[src/rtl/bypass_pkg.sv]
// Shared types and constants for the bypass-pipe scheduler.
package bypass_pkg;

  localparam int DATA_W       = 64;
  localparam int PIPE_LAT_DEF = 8;

  typedef enum logic [1:0] {
    IDLE  = 2'd0,
    RUN   = 2'd1,
    DRAIN = 2'd2
  } state_e;

endpackage

[src/rtl/bypass_rr_arb.sv]
// Round-robin picker: one-hot grant for the first requester at or after ptr_i.
module bypass_rr_arb #(
  parameter int NUM_REQ = 4
) (
  input  logic [NUM_REQ-1:0]         req_i,
  input  logic [$clog2(NUM_REQ)-1:0] ptr_i,
  output logic [NUM_REQ-1:0]         gnt_o
);

  localparam int PTR_W = $clog2(NUM_REQ);

  // NOTE: every output and helper gets a default at the top of always_comb so no path infers a latch.
  always_comb begin
    logic             found;
    logic [PTR_W-1:0] idx;
    gnt_o = '0;
    found = 1'b0;
    idx   = '0;
    for (int k = 0; k < NUM_REQ; k++) begin
      idx = PTR_W'((int'(ptr_i) + k) % NUM_REQ);
      if (!found && req_i[idx]) begin
        gnt_o[idx] = 1'b1;
        found      = 1'b1;
      end
    end
  end

endmodule

[src/rtl/bypass_sched.sv]
// Schedules NUM_REQ requesters onto one fixed-latency bypass pipe and routes responses back.
// Optional consistency checker enabled by defining BYPASS_SCHED_CHK_EN.
module bypass_sched
  import bypass_pkg::*;
#(
  parameter int NUM_REQ  = 4,
  parameter int PIPE_LAT = PIPE_LAT_DEF
) (
  input  logic                      clk,
  input  logic                      rst_n,
  input  logic                      cfg_enable,
  input  logic [NUM_REQ-1:0]        req_valid,
  input  logic [NUM_REQ*DATA_W-1:0] req_data,
  output logic [NUM_REQ-1:0]        req_ready,
  output logic                      pipe_in_valid,
  output logic [DATA_W-1:0]         pipe_in_data,
  input  logic                      pipe_out_valid,
  input  logic [DATA_W-1:0]         pipe_out_data,
  output logic [NUM_REQ-1:0]        resp_valid,
  output logic [DATA_W-1:0]         resp_data,
  output logic                      busy,
  output logic [1:0]                state,
  output logic                      err_flag
);

  localparam int              ID_W    = $clog2(NUM_REQ);
  localparam int              CNT_W   = $clog2(PIPE_LAT + 2);
  localparam logic [CNT_W-1:0] CNT_MAX = CNT_W'(PIPE_LAT + 1);

  state_e                         state_q, state_d;
  logic [ID_W-1:0]                rr_ptr_q, rr_ptr_d;
  logic [NUM_REQ-1:0]             gnt;
  logic                           xfer;
  logic [ID_W-1:0]                xfer_id;
  logic                           pin_v_q;
  logic [DATA_W-1:0]              pin_d_q;
  logic [ID_W-1:0]                pin_id_q;
  logic [PIPE_LAT-1:0]            tag_vld_q;
  logic [PIPE_LAT-1:0][ID_W-1:0]  tag_id_q;
  logic [CNT_W-1:0]               infl_q, infl_d;
  logic                           tail_vld;
  logic [ID_W-1:0]                tail_id;

  bypass_rr_arb #(.NUM_REQ(NUM_REQ)) u_arb (
    .req_i (req_valid),
    .ptr_i (rr_ptr_q),
    .gnt_o (gnt)
  );

  always_comb begin
    req_ready = (state_q == RUN) ? gnt : '0;
    xfer      = |(req_valid & req_ready);
    xfer_id   = '0;
    for (int i = 0; i < NUM_REQ; i++) begin
      if (req_ready[i]) xfer_id = ID_W'(i);
    end
    rr_ptr_d = rr_ptr_q;
    if (xfer) rr_ptr_d = (xfer_id == ID_W'(NUM_REQ - 1)) ? '0 : xfer_id + ID_W'(1);
  end

  always_comb begin
    state_d = state_q;
    case (state_q)
      IDLE:    if (cfg_enable) state_d = RUN;
      RUN:     if (!cfg_enable) state_d = DRAIN;
      DRAIN: begin
        if (cfg_enable)                      state_d = RUN;
        else if (infl_q == '0 && !pin_v_q)   state_d = IDLE;
      end
      default: state_d = IDLE;
    endcase
  end

  // Simultaneous launch and return leave the count unchanged; both ends saturate.
  always_comb begin
    infl_d = infl_q;
    if (pin_v_q && !pipe_out_valid) begin
      if (infl_q != CNT_MAX) infl_d = infl_q + CNT_W'(1);
    end else if (!pin_v_q && pipe_out_valid) begin
      if (infl_q != '0) infl_d = infl_q - CNT_W'(1);
    end
  end

  // NOTE: sequential state uses non-blocking assignments so every register samples pre-edge values.
  always_ff @(posedge clk or negedge rst_n) begin
    if (!rst_n) begin
      state_q   <= IDLE;
      rr_ptr_q  <= '0;
      infl_q    <= '0;
      pin_v_q   <= 1'b0;
      pin_d_q   <= '0;
      tag_vld_q <= '0;
    end else begin
      state_q  <= state_d;
      rr_ptr_q <= rr_ptr_d;
      infl_q   <= infl_d;
      pin_v_q  <= xfer;
      if (xfer) pin_d_q <= req_data[xfer_id*DATA_W +: DATA_W];
      tag_vld_q[0] <= pin_v_q;
      for (int i = 1; i < PIPE_LAT; i++) tag_vld_q[i] <= tag_vld_q[i-1];
    end
  end

  // NOTE: tag ids are payload qualified by tag_vld_q, so this shift register carries no reset.
  always_ff @(posedge clk) begin
    if (xfer) pin_id_q <= xfer_id;
    tag_id_q[0] <= pin_id_q;
    for (int i = 1; i < PIPE_LAT; i++) tag_id_q[i] <= tag_id_q[i-1];
  end

  assign tail_vld = tag_vld_q[PIPE_LAT-1];
  assign tail_id  = tag_id_q[PIPE_LAT-1];

  // A return with no live tag (e.g. after a reset mid-flight) is dropped.
  always_comb begin
    resp_valid = '0;
    if (pipe_out_valid && tail_vld) resp_valid[tail_id] = 1'b1;
  end

  assign resp_data     = pipe_out_data;
  assign pipe_in_valid = pin_v_q;
  assign pipe_in_data  = pin_d_q;
  assign busy          = (infl_q != '0);
  assign state         = state_q;

`ifdef BYPASS_SCHED_CHK_EN
  logic err_q;
  logic underflow;

  assign underflow = pipe_out_valid && !pin_v_q && (infl_q == '0);

  always_ff @(posedge clk or negedge rst_n) begin
    if (!rst_n) err_q <= 1'b0;
    else        err_q <= err_q | (pipe_out_valid != tail_vld) | underflow;
  end

  assign err_flag = err_q;
`else
  assign err_flag = 1'b0;
`endif

endmodule

[config.mk]
export PLATFORM = sky130hd
export DESIGN_NAME = bypass_sched
export DESIGN_NICKNAME = d
export VERILOG_FILES = /design/src/rtl/bypass_pkg.sv /design/src/rtl/bypass_rr_arb.sv /design/src/rtl/bypass_sched.sv
export SDC_FILE = /design/constraint.sdc
export NUM_CORES = 1
export LEC_CHECK = 0
export CORE_AREA = 2 2 181 183
export DETAILED_ROUTE_END_ITERATION = 10
export DIE_AREA = 0 0 183 185
export PLACE_DENSITY = 0.5
export SLEW_MARGIN = 20
export SYNTH_ARGS = -nofsm -noshare
export SYNTH_HDL_FRONTEND = slang
export SYNTH_SLANG_ARGS = --single-unit
[constraint.sdc]
create_clock -name clk -period 4.4 [get_ports clk]
set_input_delay 0.88 -clock clk [delete_from_list [all_inputs] [get_ports clk]]
set_output_delay 0.88 -clock clk [all_outputs]
set_load 0.02 [all_outputs]
[Word-level counts from Yosys, hierarchy flattened]
Index checks and enable logic that the tools add are counted.
Storage, ports and cells
  bits in registers: 99
  latch bits: 0
  memory bits (writable): 0
  bits in read-only memories: 0
  input bits: 328
  output and inout port bits: 141
  logic and storage cells: 109
  memories: 0
Operators by class
  add/subtract/negate cells: 6
  multipliers: 0
  div/mod/pow operators: 0
  order comparisons: 10
  eq/ne operators: 8
  shifts and indexed selects: 1
  muxes and demuxes: 40
  bitwise gates (word level): 4
  reductions and logical operators: 25
Operators with widths (number)
  $shiftx A256 B9 Y64: 1
  $mux W4: 10
  $lt A2 B3 Y1 const B: 5
  $mux W2: 7
  $mux W1: 13
  $logic_and A1 B1 Y1: 12
  $or A4 B4 Y4: 3
  $demux W1 S2: 5
  $ge A2 B1 Y1 const B: 5
  $bmux W1 S2: 4
  $pmux W2 S3: 1
  $reduce_and A3 Y1: 2
  $logic_not A1 Y1: 5
  $add A2 B1 Y2 const B: 2
  $add A2 B2 Y2 const B: 2
  $add A4 B1 Y4 const B: 1
  $and A4 B4 Y4: 1
  $eq A2 B2 Y1 const B: 2
  $logic_not A4 Y1: 1
  $ne A2 B2 Y1 const B: 2
  $ne A4 B4 Y1 const B: 1
  $reduce_bool A2 Y1: 2
  $reduce_bool A4 Y1: 1
  $reduce_or A4 Y1: 1
  other kinds (5): 5

[Logic depth before layout (Yosys ltp)]
  depth in word-level cells: 18
  depth in mapped cells: 13
  mapped depth without buffers: 10

[Modules after synthesis]
Synthesis repeated with hierarchy kept, for this count alone.
Unflattened totals
  cell total of the unflattened synthesis: 635
  area, all modules: 5874.4 um2
Modules (own cells, without submodules)
  bypass_sched: times used 1, cells an instance 599, area each 5536.6 um2, seq. area each 2407.3 um2
  bypass_rr_arb: times used 1, cells an instance 36, area each 337.8 um2, seq. area each 0.0 um2

[Worst setup path before layout]
No wires, ideal clock.
  path type: input -> output
  start point: input port req_valid[3]
  end point: output port req_ready[2]
  arrival: 2.632 ns
  required time: 3.520 ns
  setup slack: 0.888 ns
  stages: 5
  buffers on the path: 1
  path through: mux4_2 -> nor4b_2 -> a222oi_1 -> a21oi_1 -> clkbuf_1
On the way
  longest elaborated chain between the ends: 13
  elaborated cells on any way between the ends: 25
  classes of those cells: mux: 16; bitwise: 3; reduce/logical: 6
RTL lines
  start, declared: line bypass_sched.sv:12  | input logic [NUM_REQ-1:0] req_valid,
  $bmux W1 S2: line bypass_rr_arb.sv:21  | if (!found && req_i[idx]) begin
  $mux W1 (not written as such): line bypass_rr_arb.sv:21
  $mux W1: line bypass_rr_arb.sv:21
  $logic_not A1 Y1: line bypass_rr_arb.sv:21
  $logic_and A1 B1 Y1: line bypass_rr_arb.sv:21
  $mux W1: line bypass_rr_arb.sv:21
  $logic_not A1 Y1: line bypass_rr_arb.sv:21
  $logic_and A1 B1 Y1: line bypass_rr_arb.sv:21
  $mux W1: line bypass_rr_arb.sv:21
  $logic_not A1 Y1: line bypass_rr_arb.sv:21
  $logic_and A1 B1 Y1: line bypass_rr_arb.sv:21
  $mux W4 *: line bypass_rr_arb.sv:21
  $mux W4 *: line bypass_sched.sv:51  | req_ready = (state_q == RUN) ? gnt : '0;
  end, declared: line bypass_sched.sv:14  | output logic [NUM_REQ-1:0] req_ready,
Mark *: on every way between the ends. The rest lies on a longest branch, timed or not. The select of a mux whose other input is x is not followed.

[Worst setup path after layout]
  start point: input port req_valid[2]
  end point: output port req_ready[2]
Same word-level chain as after synthesis.

==> metrics.yaml <==
worstPathArrival_ns: 3.39
peakVddDrop_v: 0.0003483
clk_pin_slew_ns: 0.08
grt_pass1_vias: 7086
cp-start-kind: "input port"
tightest_slew_ns: 0.9724
drcViolationCount: 0
cts_setup_buffers: 0
setup-tns-final_ns: 0
fp.dieW_um: 183
first_pass_iters: 5
start_util_pct: 20.79
dpl_cell_area_mm2: 0.01006
vias: 6778
h-tree-depth: 3
ff2ff_path_depth: 11
grt_pass1_wl_um: 42080
pre_cts_ws_ns: 0.06971
combinationalPowerShare_pct: 63.8
grt_usage_pct: 16.60
nets: 1341
netlist_instances: 766
clock_sinks: 99
rows: 66
max_freq_mhz: 234.2
holdPathEnd: "tag_id_q[12]"
layout_commonest_cell: "clkdlybuf4s50_1"
layout_common_cells: "clkdlybuf4s50_1, nand3_1, dfrtp_1"
switchingPower_w: 0.003117
fin_cells: 1415
grt_max_degree: 73
final_util_pct: 32.40
detail-route-antenna-nets: 0
layout_min_cycle_time_ns: 4.271
ys_ff_latch: 99
place_congestion: 0.7805
final_area_mm2: 0.01038
p_per_area_mw_per_mm2: 647.5
cts_buffer_depth: 2
drive_gt1_share_pct: 9.732
wl_per_cell_um: 20.48
path_max_fanout: 6
p_leak_nw: 3.769
ctsHoldBuffers: 0
hpwl_um: 19550
drt_iter0_drc: 240
synthDistinctLibCells: 44
worst_ep_required_time_ns: 3.52
cts_buffers: 9
rsz0062_at_grt: "no"
hold_class: "flip-flop to flip-flop"
antenna_found_initial: 0
ys_seq_area_share_pct: 36.14
port_buffers: 339
crit_type: "input port to output port"
p_int_w: 0.003604
reg2reg_from: "rr_ptr_q[1]"
area_delta_synth_final_pct: 55.82
maxCapViolations: 0
synthesis.nets: 1105
max-slew-margin-rel_pct: 35.17
yosys_warnings: 0
slew_violations: 0
die_area_mm2: 0.03386
overflow: 0
worstSetupEndpointType: "output port"
holdCritStartpoint: "tag_id_q[10]"
ff2ff_setup_slack_ns: 0.89
switching_share_pct: 46.38
status: "complete, no violations"
min_path_cells: 0
root_buffer: "clkbuf_16"
rr_endpoint: "pipe_in_data[39]"
syn_area_mm2: 0.006661
min_period_over_period_pct: 97.06
skew_ns: 0.01401
routed_wl_um: 28980
via_per_inst: 4.790
placed_cells: 1399
syn_area_per_cell_um2: 8.696
num_io_pins: 469
p_seq_share_pct: 23.7
setup_viol: 0
core_area_mm2: 0.03204
pwr-share-clk_pct: 12.6
hold_viol_final: 0
tritoncts: "done"
diodes: 0
setup_slack_ns: 0.1294
die_y_um: 185
clk_latency_ns: 0.37
## sequential cells by signal (all words and copies together), names as in the netlist
name / cells
rr_ptr_q: 2
pipe_in_valid: 1
state: 2
tail_id: 2
tag_vld_q: 8
pin_id_q: 2
tag_id_q: 14
pipe_in_data: 64
infl_q: 4
## kinds of logic (layout without fill, tap and decap cells)
group / count (synthesis) / after routing / share of synthesized area [%]
compound gates: 216 / 216 / 27.76
xor+xnor: 4 / 4 / 0.5260
fa+ha+maj: 11 / 11 / 2.179
buf+inv: 140 / 381 / 12.30
flops: 99 / 99 / 36.14
mux: 5 / 5 / 1.521
other cells: 1 / 1 / 0.05629
simple gates: 290 / 290 / 19.52
## worst max path at each step
stage / start / end / cells past startpoint / slack (ns)
after floorplan: req_valid[3] / req_ready[2] / 5 / 0.89
after global placement: req_valid[2] / req_ready[2] / 7 / 0.06
after detailed placement: req_valid[2] / req_ready[2] / 7 / 0.07
after CTS: rr_ptr_q[0] / req_ready[2] / 8 / 0.05
after global routing: req_valid[2] / req_ready[2] / 7 / 0.02
final: req_valid[2] / req_ready[2] / 7 / 0.13
## worst max-delay path, cell delays in order
cell             delay (ns)
clkdlybuf4s50_1        0.48
mux4_2                 0.59
nor4b_4                0.37
a222oi_1               0.12
buf_4                  0.18
a21oi_4                0.15
clkdlybuf4s50_1        0.62
## layout make-up
class,count,area [um2]
clock buffers,9,225.2
clock inverters,7,88.84
fillers,3365,21660
inverters,5,18.77
multi-input cells,527,3480
flip-flops and latches,99,2409
well taps,408,510.5
repair buffers,360,3649
## stage by stage
stage | total power (W) | hold WS [ns]
6_report | 0.006721 | 0.3290
3_3_place_gp | 0.005935 | 0.3111
2_1_floorplan | 0.004187 | 0.3096
4_1_cts | 0.006846 | 0.3316
5_1_grt | 0.007223 | 0.3364
3_5_place_dp | 0.005943 | 0.3121
## synth_stat cells
| cell type | instances | area, um2 |
|---|---|---|
| edfxtp_1 | 2 | 60.06 |
| mux4_2 | 4 | 90.09 |
| xnor2_1 | 3 | 26.28 |
| nor4b_2 | 1 | 15.01 |
| nor2_1 | 67 | 251.5 |
| a31oi_1 | 2 | 12.51 |
| conb_1 | 1 | 3.750 |
| inv_2 | 2 | 7.510 |
| a41oi_2 | 44 | 715.7 |
| a2bb2oi_1 | 1 | 8.760 |
| a2111o_1 | 1 | 11.26 |
| nand2b_1 | 2 | 12.51 |
| o21ai_1 | 3 | 15.01 |
| nand3_1 | 130 | 650.6 |
| clkbuf_1 | 40 | 150.1 |
| inv_1 | 3 | 11.26 |
| xor2_1 | 1 | 8.760 |
| nand2_1 | 78 | 292.8 |
| buf_1 | 9 | 33.78 |
| nor3_1 | 3 | 15.01 |
| buf_2 | 13 | 65.06 |
| dfrtp_1 | 81 | 2027 |
| o22ai_1 | 1 | 6.260 |
| fa_1 | 1 | 20.02 |
| and2_1 | 1 | 6.260 |
| a222oi_1 | 1 | 10.01 |
| a21boi_0 | 1 | 7.510 |
| a22oi_1 | 1 | 7.510 |
| buf_6 | 1 | 11.26 |
| mux2_2 | 1 | 11.26 |
| nor2b_1 | 4 | 25.02 |
| a21oi_1 | 7 | 35.03 |
| o211ai_1 | 1 | 7.510 |
| and3b_1 | 1 | 8.760 |
| ha_1 | 10 | 125.1 |
| a21o_1 | 67 | 503.0 |
| buf_4 | 72 | 540.5 |
| nand3b_1 | 1 | 7.510 |
| a41oi_1 | 20 | 175.2 |
| dfxtp_1 | 16 | 320.3 |
| a221oi_1 | 1 | 8.760 |
| nor3b_1 | 1 | 7.510 |
| or4_1 | 1 | 7.510 |
| o21ai_0 | 65 | 325.3 |
## layer usage
layer	track usage [%]	share of wire [%]	up-vias
li1	-	-	3159
met1	18.30	39	3269
met2	29.53	49	290
met3	5.053	7.9	60
met4	7.168	3.4	0
met5	0	0	-
## timing repair
action | 4_1_cts | 5_1_grt
setup endpoints to repair | 0 | 4
hold endpoints to repair | 0 | 0
gates resized for setup | 0 | 2
## power by group through the flow
stage               clock, W  sequential, W  combinational (W)
floorplan                  0        0.00194            0.00225
global placement           0        0.00160            0.00434
detailed placement         0        0.00160            0.00434
CTS                 0.000895        0.00160            0.00435
global route        0.000924        0.00165            0.00465
finish              0.000846        0.00159            0.00429
Power figures use the tool's default switching activity.
==> edit 1 (same settings) <==
Change the package constant `PIPE_LAT_DEF` from 8 to 32.
--- a/src/rtl/bypass_pkg.sv
+++ b/src/rtl/bypass_pkg.sv
@@ -3,5 +3,5 @@
 
   localparam int DATA_W       = 64;
-  localparam int PIPE_LAT_DEF = 8;
+  localparam int PIPE_LAT_DEF = 32;
 
   typedef enum logic [1:0] {
Check against the original RTL: same outputs for any inputs over 4 cycles, from zero or initial values and one cycle with rst_n low; that may be too few to reach the edited logic, so the function may still have changed.
==> edit 1 against the unedited design <==
- sequential cell count up 74
- wire length down 2.2%
- design area up 20%
- synthesized area up 26%
- sequential share of layout area up 9.1 points
- power up 26%
- worst setup slack about the same
- clock power up 82%
- largest power group unchanged
- critical endpoint is now req_ready[1]
==> edit 1: results <==
[run_status]
status = "finished, final reports clean"

[finish]
finish.net_count = 1348
nFillCells = 3120
largest_reg_flops = 64
drive_gt1_share_pct = 13.9
stdcell_count = 1431

[grt]
met3_usage_pct = 5.29
grt_max_degree = 70
met1_usage_pct = 19.7
first_global_vias = 6870
grtUsageTotal_pct = 16.3
grt_antenna_before_repair = 4
grt_pass1_wl_microns = 41800
grt_use_met2_pct = 27.9

[clock_network]
root_buffer = "clkbuf_16"
cts.htree.levels = 4
clockBufferDepth = 2
cts_buffers = 17
cts-resized-gates = 1
clkTransAtPathRegs_ns = 0.08
cts_setup_buffers = 0
clk_latency_ns = 0.43

[synthesis]
synth_compound_area_share_pct = 17.6
ys_seq_area_share_pct = 48.0
synth_area_leaders = "dfrtp_1 (32%), dfxtp_1 (15%), a221oi_2 (11%), mux2i_1 (8.5%), buf_4 (5.9%)"
yosysWarnings = 0
synth-xor-area-share_pct = 0.628
yosysUniqueCellTypes = 47
synthCells = 743
syn-num-nets = 1084
synthMuxAreaShare_pct = 9.83
synth_enable_flop_cells = 2
async_flop_share_pct = 61.8
synthAdderAreaFrac_pct = 2.03
synthTopCellsByCount = "dfrtp_1 (107), mux2i_1 (71), nor3_1 (67), o21ai_0 (67)"

[routing]
routed_wl_microns = 28300
drtPass1Iterations = 4
wl_met1_microns = 11700
dr_wl_met3_microns = 2150
via_per_inst = 4.73
drtIter0Drc = 288
routed.top_layer = "met4"
wl_met2_microns = 14200

[power_and_ir_drop]
cellLeakagePower_nw = 5.17
ir_worst_vdd_uv = 259
pwr-share-seq_pct = 31.2
powerClk_w = 0.00154
p_sw_share_pct = 39.9

[sta]
clock_skew_ns = 0.0146
max_slew.worst_pin.slew_ns = 0.769

[hold_path]
hp-class = "reg -> reg"

[worst_setup_path]
crit_path_max_fanout = 6
worstPathArrival_ns = 3.39
critPathSlowestCell = "clkdlybuf4s50_1"
critPathMaxStageDelay_ns = 0.70

[placed_design]
dp_slack_ns = -0.0225
dpl.hpwl_microns = 20600
io_buffers = 339
gp_congestion = 0.779
## edit 1: changes by cell type in the layout (fill, tap and decap cells not counted), sizes merged, moves of 64 or more
| cell | delta |
|---|---|
| mux2i | +71 |
| nor3 | +64 |
| nand3 | -126 |
| or3 | +66 |
| a21o | -65 |
| a41oi | -64 |
| a221oi | +64 |
## edit 1: final timing paths
check	startpoint	endpoint	slack (ns)	cells past startpoint
worst max-delay path	req_valid[0]	req_ready[1]	0.13	7
min in group asynchronous	rst_n	infl_q[0]	0.44	1
worst min-delay path	tag_id_q[3]	tag_id_q[5]	0.32	0
worst min register to register	tag_id_q[3]	tag_id_q[5]	0.32	0
worst max register to register	rr_ptr_q[0]	pipe_in_data[43]	0.80	11
max in group asynchronous	rst_n	pipe_in_data[0]	3.00	2
## edit 1: kinds of logic (layout without fill, tap and decap cells)
logic type	count (synthesis)	in the layout
multiplexers	77	77
other	1	4
buffers and inverters	136	413
adder cells (fa/ha/maj)	13	13
XOR/XNOR	6	6
flip-flops	173	173
AO/OA/AOI/OAI	160	160
AND/OR/NAND/NOR	177	177
## edit 1: critical path: cells and delay by family
kind / cells / cell delay (ns)
buffers and inverters: 3 / 1.37
AOI/OAI and AO/OA: 2 / 0.56
muxes: 1 / 0.51
and+or+nand+nor: 1 / 0.06
## edit 1: stage by stage
stage	power (W)	cell area, sq um
floorplan	0.00538	8370
global placement	0.00700	11800
detailed placement	0.00701	11800
CTS	0.00861	12400
global route	0.00900	12400
finish	0.00846	12400
## edit 1: area by class of cell
cell class,instances,area share [%]
sequential,173,32.3
antenna,3,0.0604
tap,408,4.11
inverter,9,0.272
multi-input combinational,434,28.3
clock inverter,14,1.34
timing repair buffer,372,30.0
clock buffer,18,3.62
==> edit 2 (same flow settings) <==
Made on the original files. Register the input `cfg_enable` before use, without a reset. The logic sees it one clock later. The other inputs are not delayed to match.
--- a/src/rtl/bypass_sched.sv
+++ b/src/rtl/bypass_sched.sv
@@ -27,4 +27,10 @@
   localparam int              CNT_W   = $clog2(PIPE_LAT + 2);
   localparam logic [CNT_W-1:0] CNT_MAX = CNT_W'(PIPE_LAT + 1);
+
+  logic cfg_enable_q;
+
+  always_ff @(posedge clk) begin
+    cfg_enable_q <= cfg_enable;
+  end
 
   state_e                         state_q, state_d;
@@ -62,8 +68,8 @@
     state_d = state_q;
     case (state_q)
-      IDLE:    if (cfg_enable) state_d = RUN;
-      RUN:     if (!cfg_enable) state_d = DRAIN;
+      IDLE:    if (cfg_enable_q) state_d = RUN;
+      RUN:     if (!cfg_enable_q) state_d = DRAIN;
       DRAIN: begin
-        if (cfg_enable)                      state_d = RUN;
+        if (cfg_enable_q)                      state_d = RUN;
         else if (infl_q == '0 && !pin_v_q)   state_d = IDLE;
       end
Function: changed (a bounded check fails within 4 cycles, from zero or initial values and one cycle with rst_n low).
==> edit 2 against the unedited design <==
- wire length increased by 2.6%
- synthesized area increased by 0.30%
- sequential cell count increased by 1
- power increased by 0.15%
- worst setup slack got worse by 0.075 ns
- non-clock buffer count increased by 3
- design area increased by 0.18%
- count of clock-buffer cells in the layout unchanged
- synthesized cell count increased by 0.13%
==> edit 2: results <==
[hold_path]
hold_start = "tag_id_q[2]"

[sta]
fmax_mhz = 230
max_slew.worst_pin.slew_ns = 0.906
clock_skew_ns = 0.0103

[worst_setup_path]
r2r-end = "pipe_in_data[0]"
r2r_slack_ns = 0.73
crit_path_max_fanout = 5
worstPathArrival_ns = 3.47

[grt]
grtUsageTotal_pct = 16.8
grt_antenna_before_repair = 2
grt_pass1_wl_microns = 42600
grt_max_degree = 90

[placed_design]
dpl.cell_count = 1403
dp_slack_ns = 0.0590
gp_congestion = 0.827

[finish]
drive_gt1_share_pct = 10.1
largest_reg_flops = 64

[routing]
via_per_inst = 4.85
routed_wl_microns = 29700
drtIter0Drc = 306
drtPass1Iterations = 4

[synthesis]
ys_seq_area_share_pct = 36.3
syn_avg_cell_area_sq_um = 8.71
syn-num-nets = 1106
async_flop_share_pct = 81.0
synth_area_leaders = "dfrtp_1 (30%), a41oi_2 (11%), nand3_1 (9.7%), buf_4 (8.1%), a21o_1 (7.5%)"

[power_and_ir_drop]
ir_worst_vdd_uv = 413

[run_status]
status = "finished, final reports clean"
[edit 2: cell count changes in the layout (fill, tap and decap cells not counted), sizes merged]
cell,unedited run,this run
dfxtp,16,17
clkdlybuf4s50,338,337
diode,0,1
buf,22,26
[edit 2: cells by family (layout without fill, tap and decap cells)]
logic type / count (synthesis) / count (layout) / synth area share [%]
flops: 100 / 100 / 36.3
simple gates: 290 / 290 / 19.5
fa+ha+maj: 11 / 11 / 2.17
mux: 5 / 5 / 1.52
xor+xnor: 4 / 4 / 0.524
other cells: 1 / 2 / 0.0561
buf+inv: 140 / 384 / 12.3
compound gates: 216 / 216 / 27.7
[edit 2: how the worst max path moves through the flow]
stage | start | to | cells after the start
after floorplan | req_valid[3] | req_ready[2] | 5
after global placement | req_valid[1] | req_ready[1] | 8
after detailed placement | req_valid[1] | req_ready[1] | 8
after CTS | req_valid[1] | req_ready[1] | 8
after global routing | req_valid[1] | req_ready[1] | 8
final | req_valid[1] | req_ready[1] | 8
[edit 2: power breakdown]
part | switching, W | internal, W
Clock | 0.000444 | 0.000409
Sequential | 0.000220 | 0.00136
Combinational | 0.00248 | 0.00182
[edit 2: critical path, stage by stage]
cell and delay (ns):
clkdlybuf4s50_1 0.49, mux4_2 0.56, nor4b_4 0.39, buf_4 0.17, nand2_1 0.06, a21o_2 0.20, inv_2 0.06, clkdlybuf4s50_1 0.64
[edit 2: stage by stage]
step           hold WS [ns]  cell area [sq um]
2_1_floorplan         0.310               6680
4_1_cts               0.325              10400
3_5_place_dp          0.312              10100
5_1_grt               0.334              10400
3_3_place_gp          0.312              10100
6_report              0.324              10400
[edit 2: layout make-up]
cell class	instances	area, sq um
Sequential cell	100	2430
Timing Repair Buffer	363	3640
Clock buffer	9	225
Multi-Input combinational cell	527	3480
Tap cell	408	510
Inverter	5	18.8
Fill cell	3369	21600
Clock inverter	7	86.3
Antenna cell	1	2.50
[edit 2: per-layer routing]
layer / wire length [microns] / share of wire (%) / global-route usage (%) / vias up
li1: - / - / - / 3170
met1: 11800 / 40 / 19.4 / 3332
met3: 2400 / 8.1 / 4.88 / 58
met5: 13 / 0.044 / 0 / -
met4: 1040 / 3.5 / 7.36 / 2
met2: 14500 / 49 / 29.0 / 332
